## src/rtl/and_in_pkg.sv

```systemverilog
// Shared constants for the four-channel input debounce stage.
package and_in_pkg;

  localparam int NUM_CH              = 4;
  localparam int STABLE_CYCLES_DEF   = 16;
  localparam int SYNC_STAGES_DEF     = 2;

  typedef enum logic {
    CH_IDLE    = 1'b0,
    CH_PENDING = 1'b1
  } ch_state_t;

  // Counter must hold STABLE_CYCLES-1; never narrower than one bit.
  function automatic int cnt_width(input int stable_cycles);
    return (stable_cycles > 1) ? $clog2(stable_cycles) : 1;
  endfunction

endpackage

```

## src/rtl/and_in_debounce_if.sv

```systemverilog
// Raw lines in, debounced levels out; chg_pulse exists only with AND_IN_DEBOUNCE_PULSE_EN.
interface and_in_debounce_if;

  logic [3:0] raw_in;
  logic       in1;
  logic       in2;
  logic       in3;
  logic       in4;
  logic       all_stable;
`ifdef AND_IN_DEBOUNCE_PULSE_EN
  logic [3:0] chg_pulse;
`endif

  modport master (
    output raw_in,
    input  in1, in2, in3, in4, all_stable
`ifdef AND_IN_DEBOUNCE_PULSE_EN
    , input chg_pulse
`endif
  );

  modport slave (
    input  raw_in,
    output in1, in2, in3, in4, all_stable
`ifdef AND_IN_DEBOUNCE_PULSE_EN
    , output chg_pulse
`endif
  );

endinterface

```

## src/rtl/and_in_debounce_ch.sv

```systemverilog
// One channel: synchronizer, stability counter and debounced register.
// Optional change pulse under AND_IN_DEBOUNCE_PULSE_EN.
//
// state   | meaning
// IDLE    | synchronized level equals debounced level, counter at 0
// PENDING | levels differ, counting consecutive mismatched cycles
module and_in_debounce_ch
  import and_in_pkg::*;
#(
  parameter int STABLE_CYCLES = STABLE_CYCLES_DEF,
  parameter int SYNC_STAGES   = SYNC_STAGES_DEF
) (
  input  logic clk,
  input  logic rst,
  input  logic raw,
  output logic d,
  output logic match
`ifdef AND_IN_DEBOUNCE_PULSE_EN
  , output logic chg_pulse
`endif
);

  localparam int              CW      = cnt_width(STABLE_CYCLES);
  localparam logic [CW-1:0]   CNT_MAX = CW'(STABLE_CYCLES - 1);

  logic [SYNC_STAGES-1:0] sync;
  logic                   s;
  logic [CW-1:0]          cnt_q, cnt_n;
  logic                   d_n;
  ch_state_t              state_q, state_n;

  assign s     = sync[SYNC_STAGES-1];
  assign match = (s == d);

  always_ff @(posedge clk) begin
    if (rst) begin
      sync    <= '0;
      cnt_q   <= '0;
      d       <= 1'b0;
      state_q <= CH_IDLE;
    end else begin
      sync    <= {sync[SYNC_STAGES-2:0], raw};
      cnt_q   <= cnt_n;
      d       <= d_n;
      state_q <= state_n;
    end
  end

  always_comb begin
    state_n = CH_IDLE;
    cnt_n   = '0;
    d_n     = d;
    case (state_q)
      CH_IDLE: begin
        if (!match) begin
          // With a threshold of one cycle the first mismatch commits directly.
          if (cnt_q == CNT_MAX) begin
            d_n = s;
          end else begin
            cnt_n   = cnt_q + 1'b1;
            state_n = CH_PENDING;
          end
        end
      end
      CH_PENDING: begin
        if (!match) begin
          if (cnt_q == CNT_MAX) begin
            d_n = s;
          end else begin
            cnt_n   = cnt_q + 1'b1;
            state_n = CH_PENDING;
          end
        end
      end
      default: begin
        state_n = CH_IDLE;
      end
    endcase
  end

`ifdef AND_IN_DEBOUNCE_PULSE_EN
  always_ff @(posedge clk) begin
    if (rst) chg_pulse <= 1'b0;
    else     chg_pulse <= (d_n != d);
  end
`endif

endmodule

```

## src/rtl/and_in_debounce.sv

```systemverilog
// Four-channel synchronize-and-debounce stage feeding and_gate_func.
// Define AND_IN_DEBOUNCE_PULSE_EN to add the registered chg_pulse output.
module and_in_debounce
  import and_in_pkg::*;
#(
  parameter int STABLE_CYCLES = STABLE_CYCLES_DEF,
  parameter int SYNC_STAGES   = SYNC_STAGES_DEF
) (
  input  logic              clk,
  input  logic              rst,
  and_in_debounce_if.slave  bus
);

  logic [NUM_CH-1:0] d_vec;
  logic [NUM_CH-1:0] match_vec;
`ifdef AND_IN_DEBOUNCE_PULSE_EN
  logic [NUM_CH-1:0] pulse_vec;
`endif

  for (genvar i = 0; i < NUM_CH; i++) begin : g_ch
    and_in_debounce_ch #(
      .STABLE_CYCLES (STABLE_CYCLES),
      .SYNC_STAGES   (SYNC_STAGES)
    ) u_ch (
      .clk       (clk),
      .rst       (rst),
      .raw       (bus.raw_in[i]),
      .d         (d_vec[i]),
      .match     (match_vec[i])
`ifdef AND_IN_DEBOUNCE_PULSE_EN
      , .chg_pulse (pulse_vec[i])
`endif
    );
  end

  assign bus.in1        = d_vec[0];
  assign bus.in2        = d_vec[1];
  assign bus.in3        = d_vec[2];
  assign bus.in4        = d_vec[3];
  assign bus.all_stable = &match_vec;
`ifdef AND_IN_DEBOUNCE_PULSE_EN
  assign bus.chg_pulse  = pulse_vec;
`endif

endmodule

```

## src/flat_wrapper.sv

```systemverilog
// flat-port wrapper written by rule: the top's interface ports become plain ports
module and_in_debounce_flat import and_in_pkg::*;
#(
  parameter int STABLE_CYCLES = STABLE_CYCLES_DEF,
  parameter int SYNC_STAGES   = SYNC_STAGES_DEF
)
  (clk, rst, bus_raw_in, bus_in1, bus_in2, bus_in3, bus_in4, bus_all_stable);
  and_in_debounce_if bus_i ();
  input  logic clk;
  input  logic rst;
  input wire logic [$bits(bus_i.raw_in)-1:0] bus_raw_in;
  output wire logic [$bits(bus_i.in1)-1:0] bus_in1;
  output wire logic [$bits(bus_i.in2)-1:0] bus_in2;
  output wire logic [$bits(bus_i.in3)-1:0] bus_in3;
  output wire logic [$bits(bus_i.in4)-1:0] bus_in4;
  output wire logic [$bits(bus_i.all_stable)-1:0] bus_all_stable;
  assign bus_i.raw_in = bus_raw_in;
  assign bus_in1 = bus_i.in1;
  assign bus_in2 = bus_i.in2;
  assign bus_in3 = bus_i.in3;
  assign bus_in4 = bus_i.in4;
  assign bus_all_stable = bus_i.all_stable;
  and_in_debounce #(.STABLE_CYCLES(STABLE_CYCLES), .SYNC_STAGES(SYNC_STAGES)) u_core (.clk(clk), .rst(rst), .bus(bus_i));
endmodule
```

## config.mk

```make
export PLATFORM = sky130hd
export DESIGN_NAME = and_in_debounce_flat
export DESIGN_NICKNAME = d
export VERILOG_FILES = /design/src/rtl/and_in_pkg.sv /design/src/rtl/and_in_debounce_if.sv /design/src/rtl/and_in_debounce_ch.sv /design/src/rtl/and_in_debounce.sv /design/src/flat_wrapper.sv
export SDC_FILE = /design/constraint.sdc
export NUM_CORES = 1
export LEC_CHECK = 0
export BUFFER_PORTS_ARGS = -buffer_cell sky130_fd_sc_hd__buf_2
export CAP_MARGIN = 25
export CORE_AREA = 2 2 54 56
export CTS_BUF_LIST = sky130_fd_sc_hd__clkbuf_4 sky130_fd_sc_hd__clkbuf_8
export DETAILED_ROUTE_END_ITERATION = 6
export DIE_AREA = 0 0 56 58
export HOLD_SLACK_MARGIN = 0.12
export PLACE_DENSITY = 0.56
export SETUP_SLACK_MARGIN = 0.2
export SLEW_MARGIN = 25
export SYNTH_ARGS = -nofsm -noshare
export SYNTH_HDL_FRONTEND = slang
export SYNTH_SLANG_ARGS = --single-unit
```

## constraint.sdc

```tcl
create_clock -name clk -period 1.5 [get_ports clk]
set_clock_uncertainty 0.05 [all_clocks]
set_input_delay 0.3 -clock clk [delete_from_list [all_inputs] [get_ports clk]]
set_output_delay 0.3 -clock clk [all_outputs]
set_load 0.02 [all_outputs]
```

# Yosys cells after proc, flatten, opt, wreduce, memory -nomap -nowiden
# Index checks and enable logic that the tools add are counted.
# Widths: inputs -> output; s select.
[op_classes]
addsub = 4
n_mul = 0
div_mod_pow = 0
n_lt_le_gt_ge = 0
n_eq_ne = 8
shifts = 0
n_mux = 8
bitwise = 4
n_reduce_logical = 9
[op_table]
columns = ["operator", "n"]
rows = [
  ["$add 4x1->4 const B", 4],
  ["$eq 4x4->1 const B", 4],
  ["$reduce_or 3->1", 4],
  ["$mux 1", 8],
  ["$reduce_and 2->1", 4],
  ["$eq 1x1->1", 4],
  ["$not 1->1", 4],
  ["$reduce_and 4->1", 1],
]
[totals]
regBits = 28
latch_bits = 0
ram_bits = 0
mem_bits_ro = 0
input_bits = 6
output_inout_bits = 5
n_memories = 0

# Depth between registers and ports, before layout
[depth]
word_depth = 3
ltp_mapped = 4
mapped_depth_nobuf = 4

# By module
# From an unflattened synthesis, not the netlist that was laid out.
[unflattened]
cells_unflattened = 93
area_unflattened_um2 = 997.2
[modules_own_cells]
columns = ["module", "instances", "cells_per_inst", "area_per_inst_um2", "seq_area_each_um2"]
rows = [
  ["and_in_debounce_ch (u_core.g_ch[0].u_ch ...)", 3, 23, 246.5, 140.1],
  ["and_in_debounce_ch (u_core.g_ch[3].u_ch)", 1, 23, 249.0, 140.1],
  ["and_in_debounce", 1, 1, 8.8, 0.0],
]

# Least setup slack after synthesis
# OpenSTA, ideal clock, no wires.
[synth_timing]
path_type = "register -> output"
from = "reg u_core.g_ch[0].u_ch.d"
to = "out bus_all_stable"
t_arrival_ns = 1.317
required_ns = 1.150
path_slack_ns = -0.167
stages_incl_launch_ff = 3
path_buffers = 0
cell_sequence = "dfxtp_1 -> xor2_1 -> nor4_1"
[synth_via]
elab_chain_cells = 2
[synth_rtl]
columns = ["element", "line", "source"]
rows = [
  ["start, declared", "and_in_debounce_ch.sv:16", "output logic d,"],
  ["start signal, assigned", "and_in_debounce_ch.sv:44", "d <= d_n;"],
  ["$eq 1x1->1", "and_in_debounce_ch.sv:33", "assign match = (s == d);"],
  ["$reduce_and 4->1", "and_in_debounce.sv:40", "assign bus.all_stable = &match_vec;"],
  ["end, declared", "flat_wrapper.sv:16", "output wire logic [$bits(bus_i.all_stable)-1:0] bus_all_stable;"],
]
# No other way between the ends.

# Final worst setup path
# Ends and elaborated chain as after synthesis.

==> impl_metrics.tcl <==
set metrics [dict create \
    outcome "finished with violations" \
    violations "setup timing" \
    portBuffers 10 \
    cp_slowest_cell "dfxtp_2" \
    relSlewSlack_pct 75.1 \
    setup_violations 1 \
    core_um2 2660 \
    finalHoldViolations 0 \
    grt_overflow 0 \
    cts-root-buf "clkbuf_4" \
    pwr-share-seq_pct 67.0 \
    p_switching_mw 0.233 \
    max_stage_delay_ns 0.36 \
    async_reset_ff_share_pct 0 \
    numCtsBuffers 3 \
    viasPerCell 4.55 \
    p_sw_share_pct 20.5 \
    fin_util_pct 45.5 \
    syn_inst 95 \
    io_pins 11 \
    wl_per_cell_um 10.5 \
    drt-pass1-iter-count 6 \
    initial_core_util_pct 37.6 \
    fin_ws_ns -0.156 \
    htreeDepth 1 \
    drc_errors 0 \
    area_delta_synth_final_pct 20.8 \
    power_frac_comb_pct 4.8 \
    synth-seq-cells 28 \
    via_count 641 \
    synth-edff-count 0 \
    die_area_um2 3250 \
    p_leak_nw 0.571 \
    ys_top_cells_by_area "dfxtp_1 (56%), xor2_1 (10%), nor2_1 (6.0%)" \
    ys_types 14 \
    antenna_found_initial 0 \
    syn_area_um2 1000 \
    p_per_area_nw_per_um2 940 \
    diodes 0 \
    finalInstanceArea_um2 1210 \
    drive_gt1_share_pct 22.7 \
    nets 121 \
    path_class "flop to output pin" \
    maxCapViolCount 0 \
    syn_avg_cell_area_um2 10.5 \
    period_share_pct 110 \
    crit_arrival_ns 1.31 \
    rsz0062_at_grt "true" \
    grt_pass1_vias 647 \
    timing.hold.ws_ns 0.142 \
    hpwl_mm 1.04 \
    p_int_mw 0.905 \
    grt_use_total_pct 10.8 \
    period_minus_slack_ns 1.66 \
    synth_ff_type "dfxtp_1" \
    synthTopCellsByCount "dfxtp_1 (28), nor2_1 (16), xor2_1 (12)" \
    die_w_um 56 \
    hp-class "input pin to flop" \
    synth_top_area_share_pct 55.9 \
    cts.sinks 28 \
    cp.required_ns 1.15 \
    finalPower_mw 1.14 \
    synth_area_leader_cell "dfxtp_1" \
    clkLatencyLatePin_ns 0.31 \
    tightest_slew_ns 0.372 \
    grt_pass1_wl_mm 2.73 \
    critPathCaptureType "output pin" \
    grt_max_degree 21 \
    crit_family "flip-flops" \
    final_max_slew_viol_count 0 \
    cts_tree "done" \
    wl_mm 1.47 \
    post-synth-top-count-cell "dfxtp_1" \
    path_clk_slew_ns 0.13 \
    cp_max_fo 3 \
    die_h_um 58 \
    globalplace.congestion 0.657 \
    seq_area_frac_synth_pct 55.9 \
    startpoint_type "flop" \
    max_freq_mhz 604 \
    cts.path.max_buffers 2 \
    syn_nets 105 \
    ant_nets 0 \
    peakVddDrop_uv 545 \
    postPlaceCellArea_um2 1120 \
    clkPwrFrac_pct 28.2 \
    num_rows 19 \
    drtIter0Drc 10 \
    yosysWarnings 0 \
    timing.critical_path.buf_inv 1 \
    cp_cell_sequence "xor2_2, nor4_4, buf_4" \
    finalSetupTns_ns -0.156 \
]
-- through the flow --
step,std cells,worst slack [ns]
after floorplan,95,0.201
after global placement,134,0.129
after detailed placement,134,0.141
after CTS,141,-0.180
after global routing,141,-0.229
final,141,-0.156
-- path summary, 6_finish.rpt --
path              slack, ns  depth (start not counted)                              startpoint                                      end
setup reg to reg       0.37                          3  u_core.g_ch[2].u_ch.sync[1]$_SDFF_PP0_  u_core.g_ch[2].u_ch.cnt_q[3]$_SDFF_PP0_
hold / removal         0.14                          2                           bus_raw_in[2]   u_core.g_ch[2].u_ch.sync[0]$_SDFF_PP0_
hold reg to reg        0.40                          1  u_core.g_ch[3].u_ch.sync[0]$_SDFF_PP0_   u_core.g_ch[3].u_ch.sync[1]$_SDFF_PP0_
setup / recovery      -0.16                          3      u_core.g_ch[0].u_ch.d$_SDFFE_PP0P_                           bus_all_stable
-- cells in the final DEF (no fill, tap or decap), types with 4 or more instances in the layout --
master and instances:
ha_1 4, clkbuf_4 4, xor2_1 9, nand3_1 8
mux2i_1 4, buf_2 7, dfxtp_1 23, nor2b_1 8
inv_1 4, nor2_1 16, nand3b_1 4
-- power groups by stage --
stage | sequential [mW] | combinational, mW | clock, mW
after floorplan | 0.778 | 0.0362 | 0
after global placement | 0.778 | 0.0481 | 0
after detailed placement | 0.779 | 0.0492 | 0
after CTS | 0.762 | 0.0554 | 0.343
after global routing | 0.765 | 0.0615 | 0.376
final | 0.762 | 0.0547 | 0.321
-- per-layer routing --
layer	routed length (µm)	share of wire, %	global-route usage, %	up-vias
met2	735	50	18.2	8
met3	36	2.4	2.01	2
met5	0	0	0	-
met4	22	1.5	7.14	0
li1	-	-	-	333
met1	679	46	12.7	298
-- sequential cells by signal, summed over array words and instances (netlist names) --
name                    cells
u_core.g_ch.u_ch.cnt_q     16
u_core.g_ch.u_ch.d          4
u_core.g_ch.u_ch.sync       8
-- what timing repair did --
action,4_1_cts,5_1_grt
buffers inserted,1,0
hold buffers,2,0
pin swaps,1,0
hold endpoints to repair,2,0
endpoints found under the setup margin,1,3
gates resized for setup,7,2
-- kinds of logic (layout without fill, tap and decap cells) --
group	Yosys count	count (layout)	share of synthesized area, %
XOR/XNOR	12	12	10.5
adder cells (fa/ha/maj)	4	4	4.99
buffers and inverters	6	21	2.37
flip-flops	28	28	55.9
multiplexers	4	4	4.00
AND/OR/NAND/NOR	41	41	22.2
-- cell type report --
class	instances	area [µm²]
clock buffers	4	30.0
repair buffers	13	88.8
inverters	4	15.0
well taps	31	38.8
fillers	260	1450
flip-flops and latches	28	572
multi-input cells	61	467
(Power assumes the default switching activity.)
